===== config.mk =====
export PLATFORM = sky130hd
export DESIGN_NAME = resilient_stage_sched_flat
export DESIGN_NICKNAME = d
export VERILOG_FILES = /design/src/rtl/resilient_stage_sched_if.sv /design/src/rtl/resilient_stage_sched.sv /design/src/flat_wrapper.sv
export SDC_FILE = /design/constraint.sdc
export NUM_CORES = 1
export LEC_CHECK = 0
export ABC_AREA = 1
export CAP_MARGIN = 15
export CORE_ASPECT_RATIO = 1.2
export CORE_MARGIN = 2
export CORE_UTILIZATION = 45
export DETAILED_ROUTE_END_ITERATION = 16
export PLACE_DENSITY_LB_ADDON = 0.08
export SLEW_MARGIN = 20
export SYNTH_ARGS = -nofsm -noshare
export SYNTH_HDL_FRONTEND = slang
export SYNTH_SLANG_ARGS = --single-unit

===== constraint.sdc =====
create_clock -name clk -period 2.03 [get_ports clk]
set_input_delay 0.406 -clock clk [delete_from_list [all_inputs] [get_ports clk]]
set_output_delay 0.406 -clock clk [all_outputs]
set_load 0.005 [all_outputs]

===== src/rtl/resilient_stage_sched_if.sv =====
// Requester, stage and error-counter signals of the resilient stage scheduler.
// Latency: none, wires only.
// Backpressure: req is held by each requester until its done/fail pulse.
interface resilient_stage_sched_if #(
  parameter int N_REQ = 4,
  parameter int CNT_W = 16
);
  logic [N_REQ-1:0] req;
  logic [N_REQ-1:0] gnt;
  logic [N_REQ-1:0] done;
  logic [N_REQ-1:0] fail;
  logic             stage_go;
  logic             stage_sample;
  logic             err0;
  logic             err1;
  logic [CNT_W-1:0] err0_cnt;
  logic [CNT_W-1:0] err1_cnt;

  // Scheduler side
  modport master (
    input  req, err0, err1,
    output gnt, done, fail, stage_go, stage_sample, err0_cnt, err1_cnt
  );

  // Requesters and stage side
  modport slave (
    output req, err0, err1,
    input  gnt, done, fail, stage_go, stage_sample, err0_cnt, err1_cnt
  );
endinterface


===== src/rtl/resilient_stage_sched.sv =====
// Round-robin scheduler sharing one timing-error-resilient stage; replays on err0/err1.
// Latency: req seen in IDLE at k -> go k+1, sample k+2, done k+3; each error adds 2+PEN.
// Backpressure: requesters hold req until done/fail; optional error counters via SCHED_ERR_CNT_EN.
module resilient_stage_sched #(
  parameter int N_REQ     = 4,
  parameter int ERR0_PEN  = 1,
  parameter int ERR1_PEN  = 4,
  parameter int MAX_RETRY = 3,
  parameter int CNT_W     = 16
) (
  input logic                    clk,
  input logic                    rst,
  resilient_stage_sched_if.master bus
);

  localparam int IW      = (N_REQ > 1) ? $clog2(N_REQ) : 1;
  localparam int RW      = (MAX_RETRY > 0) ? $clog2(MAX_RETRY + 1) : 1;
  localparam int PEN_MAX = (ERR1_PEN > ERR0_PEN) ? ERR1_PEN : ERR0_PEN;
  localparam int PW      = $clog2(PEN_MAX + 1);
  localparam logic [N_REQ-1:0] ONE = N_REQ'(1);

  typedef enum logic [2:0] {IDLE, LAUNCH, SAMPLE, RECOVER, RELEASE} state_t;

  state_t           state, state_nx;
  logic [IW-1:0]    owner, owner_nx;
  logic [IW-1:0]    last_grant, last_nx;
  logic [RW-1:0]    retry, retry_nx;
  logic [PW-1:0]    pen, pen_nx;
  logic             done_set, fail_set;
  logic             err_hit, err1_hit;
  logic             found;
  logic [IW-1:0]    win;
  int               idx;

  logic [N_REQ-1:0] gnt_q, done_q, fail_q;
  logic             go_q, smp_q;

  // Round-robin search starting just after the last new grant
  always_comb begin
    found = 1'b0;
    win   = '0;
    idx   = 0;
    for (int i = 1; i <= N_REQ; i++) begin
      idx = (int'(last_grant) + i) % N_REQ;
      if (!found && bus.req[IW'(idx)]) begin
        found = 1'b1;
        win   = IW'(idx);
      end
    end
  end

  // State register
  always_ff @(posedge clk) begin
    if (rst) state <= IDLE;
    else     state <= state_nx;
  end

  // Next state, retry/penalty bookkeeping and completion decisions
  always_comb begin
    state_nx = state;
    owner_nx = owner;
    last_nx  = last_grant;
    retry_nx = retry;
    pen_nx   = pen;
    done_set = 1'b0;
    fail_set = 1'b0;
    err_hit  = 1'b0;
    err1_hit = 1'b0;
    case (state)
      IDLE: begin
        if (found) begin
          state_nx = LAUNCH;
          owner_nx = win;
          last_nx  = win;
          retry_nx = '0;
        end
      end
      LAUNCH: state_nx = SAMPLE;
      SAMPLE: begin
        // err1 takes precedence when both flags are raised
        err_hit  = bus.err0 | bus.err1;
        err1_hit = bus.err1;
        if (!err_hit) begin
          state_nx = RELEASE;
          done_set = 1'b1;
        end else if (retry == RW'(MAX_RETRY)) begin
          state_nx = RELEASE;
          fail_set = 1'b1;
        end else begin
          state_nx = RECOVER;
          retry_nx = retry + RW'(1);
          pen_nx   = err1_hit ? PW'(ERR1_PEN - 1) : PW'(ERR0_PEN - 1);
        end
      end
      RECOVER: begin
        if (pen == '0) state_nx = LAUNCH;
        else           pen_nx   = pen - PW'(1);
      end
      RELEASE: state_nx = IDLE;
      default: state_nx = IDLE;
    endcase
  end

  // Datapath registers and registered outputs decoded from the next state
  always_ff @(posedge clk) begin
    if (rst) begin
      owner      <= '0;
      last_grant <= IW'(N_REQ - 1);
      retry      <= '0;
      pen        <= '0;
      gnt_q      <= '0;
      done_q     <= '0;
      fail_q     <= '0;
      go_q       <= 1'b0;
      smp_q      <= 1'b0;
    end else begin
      owner      <= owner_nx;
      last_grant <= last_nx;
      retry      <= retry_nx;
      pen        <= pen_nx;
      gnt_q      <= (state_nx != IDLE) ? (ONE << owner_nx) : '0;
      done_q     <= done_set ? (ONE << owner) : '0;
      fail_q     <= fail_set ? (ONE << owner) : '0;
      go_q       <= (state_nx == LAUNCH);
      smp_q      <= (state_nx == SAMPLE);
    end
  end

  assign bus.gnt          = gnt_q;
  assign bus.done         = done_q;
  assign bus.fail         = fail_q;
  assign bus.stage_go     = go_q;
  assign bus.stage_sample = smp_q;

`ifdef SCHED_ERR_CNT_EN
  logic [CNT_W-1:0] e0_cnt, e1_cnt;

  // Saturating error-event counters, bumped on the sample cycle only
  always_ff @(posedge clk) begin
    if (rst) begin
      e0_cnt <= '0;
      e1_cnt <= '0;
    end else begin
      if (err_hit && err1_hit && (e1_cnt != '1))  e1_cnt <= e1_cnt + CNT_W'(1);
      if (err_hit && !err1_hit && (e0_cnt != '1)) e0_cnt <= e0_cnt + CNT_W'(1);
    end
  end

  assign bus.err0_cnt = e0_cnt;
  assign bus.err1_cnt = e1_cnt;
`else
  assign bus.err0_cnt = '0;
  assign bus.err1_cnt = '0;
`endif

endmodule


===== src/flat_wrapper.sv =====
// flat-port wrapper written by rule: the top's interface ports become plain ports
module resilient_stage_sched_flat 
#(
  parameter int N_REQ     = 4,
  parameter int ERR0_PEN  = 1,
  parameter int ERR1_PEN  = 4,
  parameter int MAX_RETRY = 3,
  parameter int CNT_W     = 16
)
  (clk, rst, bus_req, bus_err0, bus_err1, bus_gnt, bus_done, bus_fail, bus_stage_go, bus_stage_sample, bus_err0_cnt, bus_err1_cnt);
  resilient_stage_sched_if #(.N_REQ(N_REQ), .CNT_W(CNT_W)) bus_i ();
  input logic clk;
  input logic rst;
  input wire logic [$bits(bus_i.req)-1:0] bus_req;
  input wire logic [$bits(bus_i.err0)-1:0] bus_err0;
  input wire logic [$bits(bus_i.err1)-1:0] bus_err1;
  output wire logic [$bits(bus_i.gnt)-1:0] bus_gnt;
  output wire logic [$bits(bus_i.done)-1:0] bus_done;
  output wire logic [$bits(bus_i.fail)-1:0] bus_fail;
  output wire logic [$bits(bus_i.stage_go)-1:0] bus_stage_go;
  output wire logic [$bits(bus_i.stage_sample)-1:0] bus_stage_sample;
  output wire logic [$bits(bus_i.err0_cnt)-1:0] bus_err0_cnt;
  output wire logic [$bits(bus_i.err1_cnt)-1:0] bus_err1_cnt;
  assign bus_i.req = bus_req;
  assign bus_i.err0 = bus_err0;
  assign bus_i.err1 = bus_err1;
  assign bus_gnt = bus_i.gnt;
  assign bus_done = bus_i.done;
  assign bus_fail = bus_i.fail;
  assign bus_stage_go = bus_i.stage_go;
  assign bus_stage_sample = bus_i.stage_sample;
  assign bus_err0_cnt = bus_i.err0_cnt;
  assign bus_err1_cnt = bus_i.err1_cnt;
  resilient_stage_sched #(.N_REQ(N_REQ), .ERR0_PEN(ERR0_PEN), .ERR1_PEN(ERR1_PEN), .MAX_RETRY(MAX_RETRY), .CNT_W(CNT_W)) u_core (.clk(clk), .rst(rst), .bus(bus_i));
endmodule

# --- Word-level counts from Yosys, hierarchy flattened ---
# Index checks and enable logic that the tools add are counted.
word_totals:
  reg_bits: 26
  input_bits: 8
  output_inout_bits: 46
  word_cells: 94
op_classes:
  addsub: 6
  magnitude_cmp: 4
  eq_ne: 10
  n_shift: 2
  mux: 41
  bitwise: 4
  reduce_logical: 17
ops:
  columns: ["cell", "n"]
  rows:
  - ["$mux 3", 7]
  - ["$mux 2", 10]
  - ["$mux 1", 17]
  - ["$lt 2x4->1 const B", 4]
  - ["$pmux 3 s4", 1]
  - ["$eq 3x2->1 const B", 3]
  - ["$bmux 1 s2", 4]
  - ["$reduce_and 4->1", 2]
  - ["$shl 1x2->4 const A", 2]
  - ["$add 2x1->2 const B", 3]
  - ["$eq 3x1->1 const B", 2]
  - ["$logic_not 3->1", 2]
  - ["$pmux 3 s2", 1]
  - ["$reduce_or 2->1", 3]
  - ["$add 2x2->2 const B", 2]
  - ["$ne 2x1->1 const B", 2]
  - ["$ne 2x2->1 const B", 2]
  - ["$pmux 2 s2", 1]
  - ["$reduce_bool 2->1", 2]
  - ["$logic_and 1x1->1", 3]
  - ["$logic_not 1->1", 3]
  - ["$not 1->1", 3]
  - ["$reduce_bool 3->1", 1]
  - ["$sub 3x1->3 const B", 1]
  - ["other kinds (3)", 3]

# --- Longest topological paths before layout ---
logic_depth:
  ltp_word: 19
  depth_mapped: 15
  ltp_nobuf: 14

# --- Worst setup path after synthesis ---
# No wires, ideal clock.
synth_path:
  path_type: "register to register"
  startpoint: "reg u_core.last_grant[0]"
  endpoint: "reg u_core.gnt_q[3] (netlist: u_core.bus.gnt[3])"
  setup_time_ps: 112
  arrival_ps: 1303
  t_required_ps: 1918
  slack_ps: 615
  stages_incl_launch_ff: 15
  path_buffers: 1
  period_less_slack_ps: 1415
  cell_sequence: "dfxtp_1 -> buf_6 -> inv_8 -> nand2_4 -> nand2_4 -> nand2_2 -> nand2_4 -> nor2_4 -> nand3_2 -> nand2_4 -> nand2_1 -> nand2_2 -> nand2_2 -> nand2_1 -> nor2_1"
synth_via:
  elab_chain_cells: 19
  word_cells_on_any_way: 38
  cone_classes: "4 x add/sub; 1 x shift; 24 x mux; 1 x bitwise; 8 x reduce/logical"
synth_rtl:
  columns: ["element", "line", "rtl"]
  rows:
  - ["start, declared", "resilient_stage_sched.sv:26", "logic [IW-1:0] last_grant, last_nx;"]
  - ["start signal, assigned", "resilient_stage_sched.sv:108", "last_grant <= IW'(N_REQ - 1);"]
  - ["start signal, assigned", "resilient_stage_sched.sv:118", "last_grant <= last_nx;"]
  - ["$add 2x1->2", "resilient_stage_sched.sv:44", "idx = (int'(last_grant) + i) % N_REQ;"]
  - ["$bmux 1 s2", "resilient_stage_sched.sv:45", "if (!found && bus.req[IW'(idx)]) begin"]
  - ["$mux 1 (not written as such) (2 in a row)", "resilient_stage_sched.sv:45", null]
  - ["$mux 1", "resilient_stage_sched.sv:45", null]
  - ["$logic_not 1->1", "resilient_stage_sched.sv:45", null]
  - ["$logic_and 1x1->1", "resilient_stage_sched.sv:45", null]
  - ["$mux 1", "resilient_stage_sched.sv:45", null]
  - ["$logic_not 1->1", "resilient_stage_sched.sv:45", null]
  - ["[... 2 more ...]", null, null]
  - ["$logic_not 1->1", "resilient_stage_sched.sv:45", null]
  - ["$logic_and 1x1->1", "resilient_stage_sched.sv:45", null]
  - ["$mux 1", "resilient_stage_sched.sv:45", null]
  - ["$mux 3", "resilient_stage_sched.sv:71", "if (found) begin"]
  - ["$pmux 3 s4", "resilient_stage_sched.sv:69", "case (state)"]
  - ["$reduce_bool 3->1", "resilient_stage_sched.sv:121", "gnt_q <= (state_nx != IDLE) ? (ONE << owner_nx) : '0;"]
  - ["$not 1->1 (no source line)", null, null]
  - ["$reduce_or 2->1 (no source line)", null, null]
  - ["end signal, assigned", "resilient_stage_sched.sv:121", null]
  - ["end, declared", "resilient_stage_sched.sv:35", "logic [N_REQ-1:0] gnt_q, done_q, fail_q;"]
# Several ways; a longest one is shown, not always the timed one. The select of a mux whose other input is x is not followed.
# A chain may end at the register's enable or synchronous reset.

# --- Worst setup path after layout ---
# Same ends and word-level chain as after synthesis.

==> impl_results.md <==
* Mapped Cells at 199
* Initial DRC count at 22
* Root buf cell: clkbuf_8
* Initial core utilization at ~47%
* Worst Hold Margin at around 0.46 ns
* Synth cell count leaders: 32 x buf_4, 26 x dfxtp_1, 26 x nand2_1
* Largest net degree at the start of global routing at 16
* Avg WL per Cell at 10.3 µm
* Max layer used: met4
* HP Class: register to register
* Period utilization at 86.4%
* # Max-Cap Violations at 0
* Post-CTS Hold Fix Bufs at 0
* Mapped Avg Cell Area at 7.75 µm²
* WL met2 at ~1500 µm
* Predominant post-synthesis flop cell: dfxtp_1
* # clock sinks at 26
* Setup Skew at 0.00226 ns
* Cell taking the most area after synthesis: dfxtp_1
* Routed Antenna Nets at 0
* Max IR drop VDD at 0.591 mV
* Bufs on Longest Clock Path at 2
* Period minus WS final at 1.75 ns
* Chip width at 57.5 µm
* Mean number of vias per cell at 4.43
* Vias in the first global route at 1080
* Ports at 54
* RSZ-0062 raised after global routing: false
* First-pass GRT wire length at 4510 µm
* Drt first pass iters at 4
* Sequential area share after synthesis at about a third
* CP Capture Type: register
* Pwr/cell area at 1330 nW/µm²
* Worst-Skew Late Latency at 0.27 ns
* LEAKAGE at 0.828 nW
* Placement row count at 23
* Status: complete, no violations
* DRC viols at 0
* # port buffers at 21
* Top cells by area, synth: dfxtp_1 34%, buf_4 16%, nand2_2 6.9%
* CTS Buf Count at 3
* Worst Path Max Fanout at 10
* Mapped Area at 1540 µm²
* DRT met1 WL at 1040 µm
* Setup violations, final at 0
* Post-Route Setup TNS at 0 ns
* Register bit total from synthesis at 26
* Post-CTS setup buffer count at 0
* Synth-to-layout area growth at 12.5%
* Final-report hold violation count at 0
* Post-cts resize count at 0
* Critical path type: register to register
* Ratio of cells with drive above 1 in the final layout at between 15 and 20%
* Core Region at 3310 µm²
* Vias at 1148
* Async SR Flop Fraction at 0%
* Distinct cells, synth at 29
* Post-synth EDFFs at 0
* GRT Resource Usage Total at 14.7%
* Top-area cell type share of the netlist area at about a third
* CTS H-tree lvls at 1
* Die footprint at 3910 µm²
* Post-DP HPWL at 2230 µm
* CTS tree: done
* Critical Path RT at 2.21 ns
* Initial antenna violation count at 0
* Worst-path clk slew at 0.09 ns
* Grt total ovfl at 0
* Slew Limit Fails at 0
* Nets at 234
* Startpoint Class: register
* Die Span Y at a little under 70 µm
* Ys Warns at 0
* Filler Cell Count at 340
* GPL Wtd Cong at 0.757
* Met3 Wirelength at 82 µm
* WL final at between 2000 and 3000 µm
* # diodes at 0
* WP data arrival at 1.93 ns
* Fmax achieved at 570 MHz
* Most frequent cell after synthesis: buf_4
[logic make-up after synthesis]
group / after synthesis / share of synthesized area (%)
DFF: 26 / 33.7
and+or+nand+nor: 89 / 31.6
adders and majority gates: 3 / 2.43
AOI/OAI and AO/OA: 21 / 7.95
other: 1 / 0.243
buffers and inverters: 59 / 24.0
[placed cells by master (no fill, tap or decap)]
cell,netlist,layout
a211oi_1,1,1
a21boi_0,1,1
a21oi_1,7,7
a31oi_1,1,1
buf_4,32,2
bufinv_16,0,1
clkbuf_8,0,3
clkdlybuf4s50_1,0,21
clkinv_2,1,1
conb_1,1,32
dfxtp_1,26,26
ha_1,3,3
inv_1,20,20
inv_4,2,2
inv_8,1,1
nand2_1,26,26
nand2_2,17,17
nand2_4,6,6
nand3_1,9,9
nand3_2,3,3
nand4_1,2,2
nor2_1,13,13
nor2_4,1,1
nor3_1,9,9
nor3_2,1,1
nor3b_1,1,1
o2111ai_1,1,1
o211ai_1,3,3
o21ai_0,7,7
or2_2,1,1
[power by group]
group | leakage [nW] | total (W) | internal (W) | switching, W
registers | 0.212 | 0.000752 | 0.000630 | 0.000122
logic | 0.580 | 0.00114 | 0.000432 | 0.000703
clock network | 0.0357 | 0.000424 | 0.000264 | 0.000160
[metal layers]
metal / GRT usage [%] / vias up
li1: - / 615
met1: 16.2 / 513
met2: 28.7 / 16
met3: 1.70 / 4
met4: 5.23 / 0
met5: 0 / -
[stage by stage]
stage / setup slack [ns] / utilization, % / instance area, µm² / instances / power (W)
floorplan: 0.615 / - / 1660 / 230 / 0.00172
global placement: 0.0534 / 50.3 / 1660 / 255 / 0.00188
detailed placement: 0.0209 / 50.3 / 1660 / 255 / 0.00192
CTS: 0.240 / 52.4 / 1740 / 259 / 0.00234
global route: 0.0295 / 52.4 / 1740 / 259 / 0.00254
finish: 0.277 / 52.4 / 1740 / 259 / 0.00231
[path summary, 6_finish.rpt]
path / start / endpoint / slack [ns] / cells past startpoint
max: u_core.last_grant[0] / u_core.bus.gnt[3] / 0.28 / 13
min: u_core.pen[2] / u_core.pen[2] / 0.46 / 1
max reg2reg: u_core.last_grant[0] / u_core.bus.gnt[3] / 0.28 / 13
min reg2reg: u_core.pen[2] / u_core.pen[2] / 0.46 / 1
[state kept, by name, indices dropped and copies added, names as in the netlist]
signal                   count
u_core.bus.done              4
u_core.bus.fail              4
u_core.state                 3
u_core.pen                   3
u_core.bus.stage_sample      1
u_core.last_grant            2
u_core.retry                 2
u_core.bus.gnt               4
u_core.owner                 2
u_core.bus.stage_go          1
[worst max-delay path: stages, from the launching register on]
cell     delay [ns]
dfxtp_1        0.60
inv_8          0.09
nand2_2        0.09
nand2_2        0.06
nand2_2        0.07
nand2_2        0.07
nor2_4         0.11
nand3_2        0.09
nand2_4        0.11
nand2_1        0.07
nand2_2        0.08
nand2_2        0.07
nand2_1        0.09
nor2_1         0.05
[cell type report]
class	instances	area, µm²	share of cell area, %
Sequential cell	26	520	30.0
Multi-Input combinational cell	145	768	44.3
Inverter	24	104	5.98
Clock inverter	1	30.0	1.73
Clock buffer	3	41.3	2.38
Tap cell	37	46.3	2.67
Timing Repair Buffer	23	225	13.0
Power figures use the tool's default switching activity.
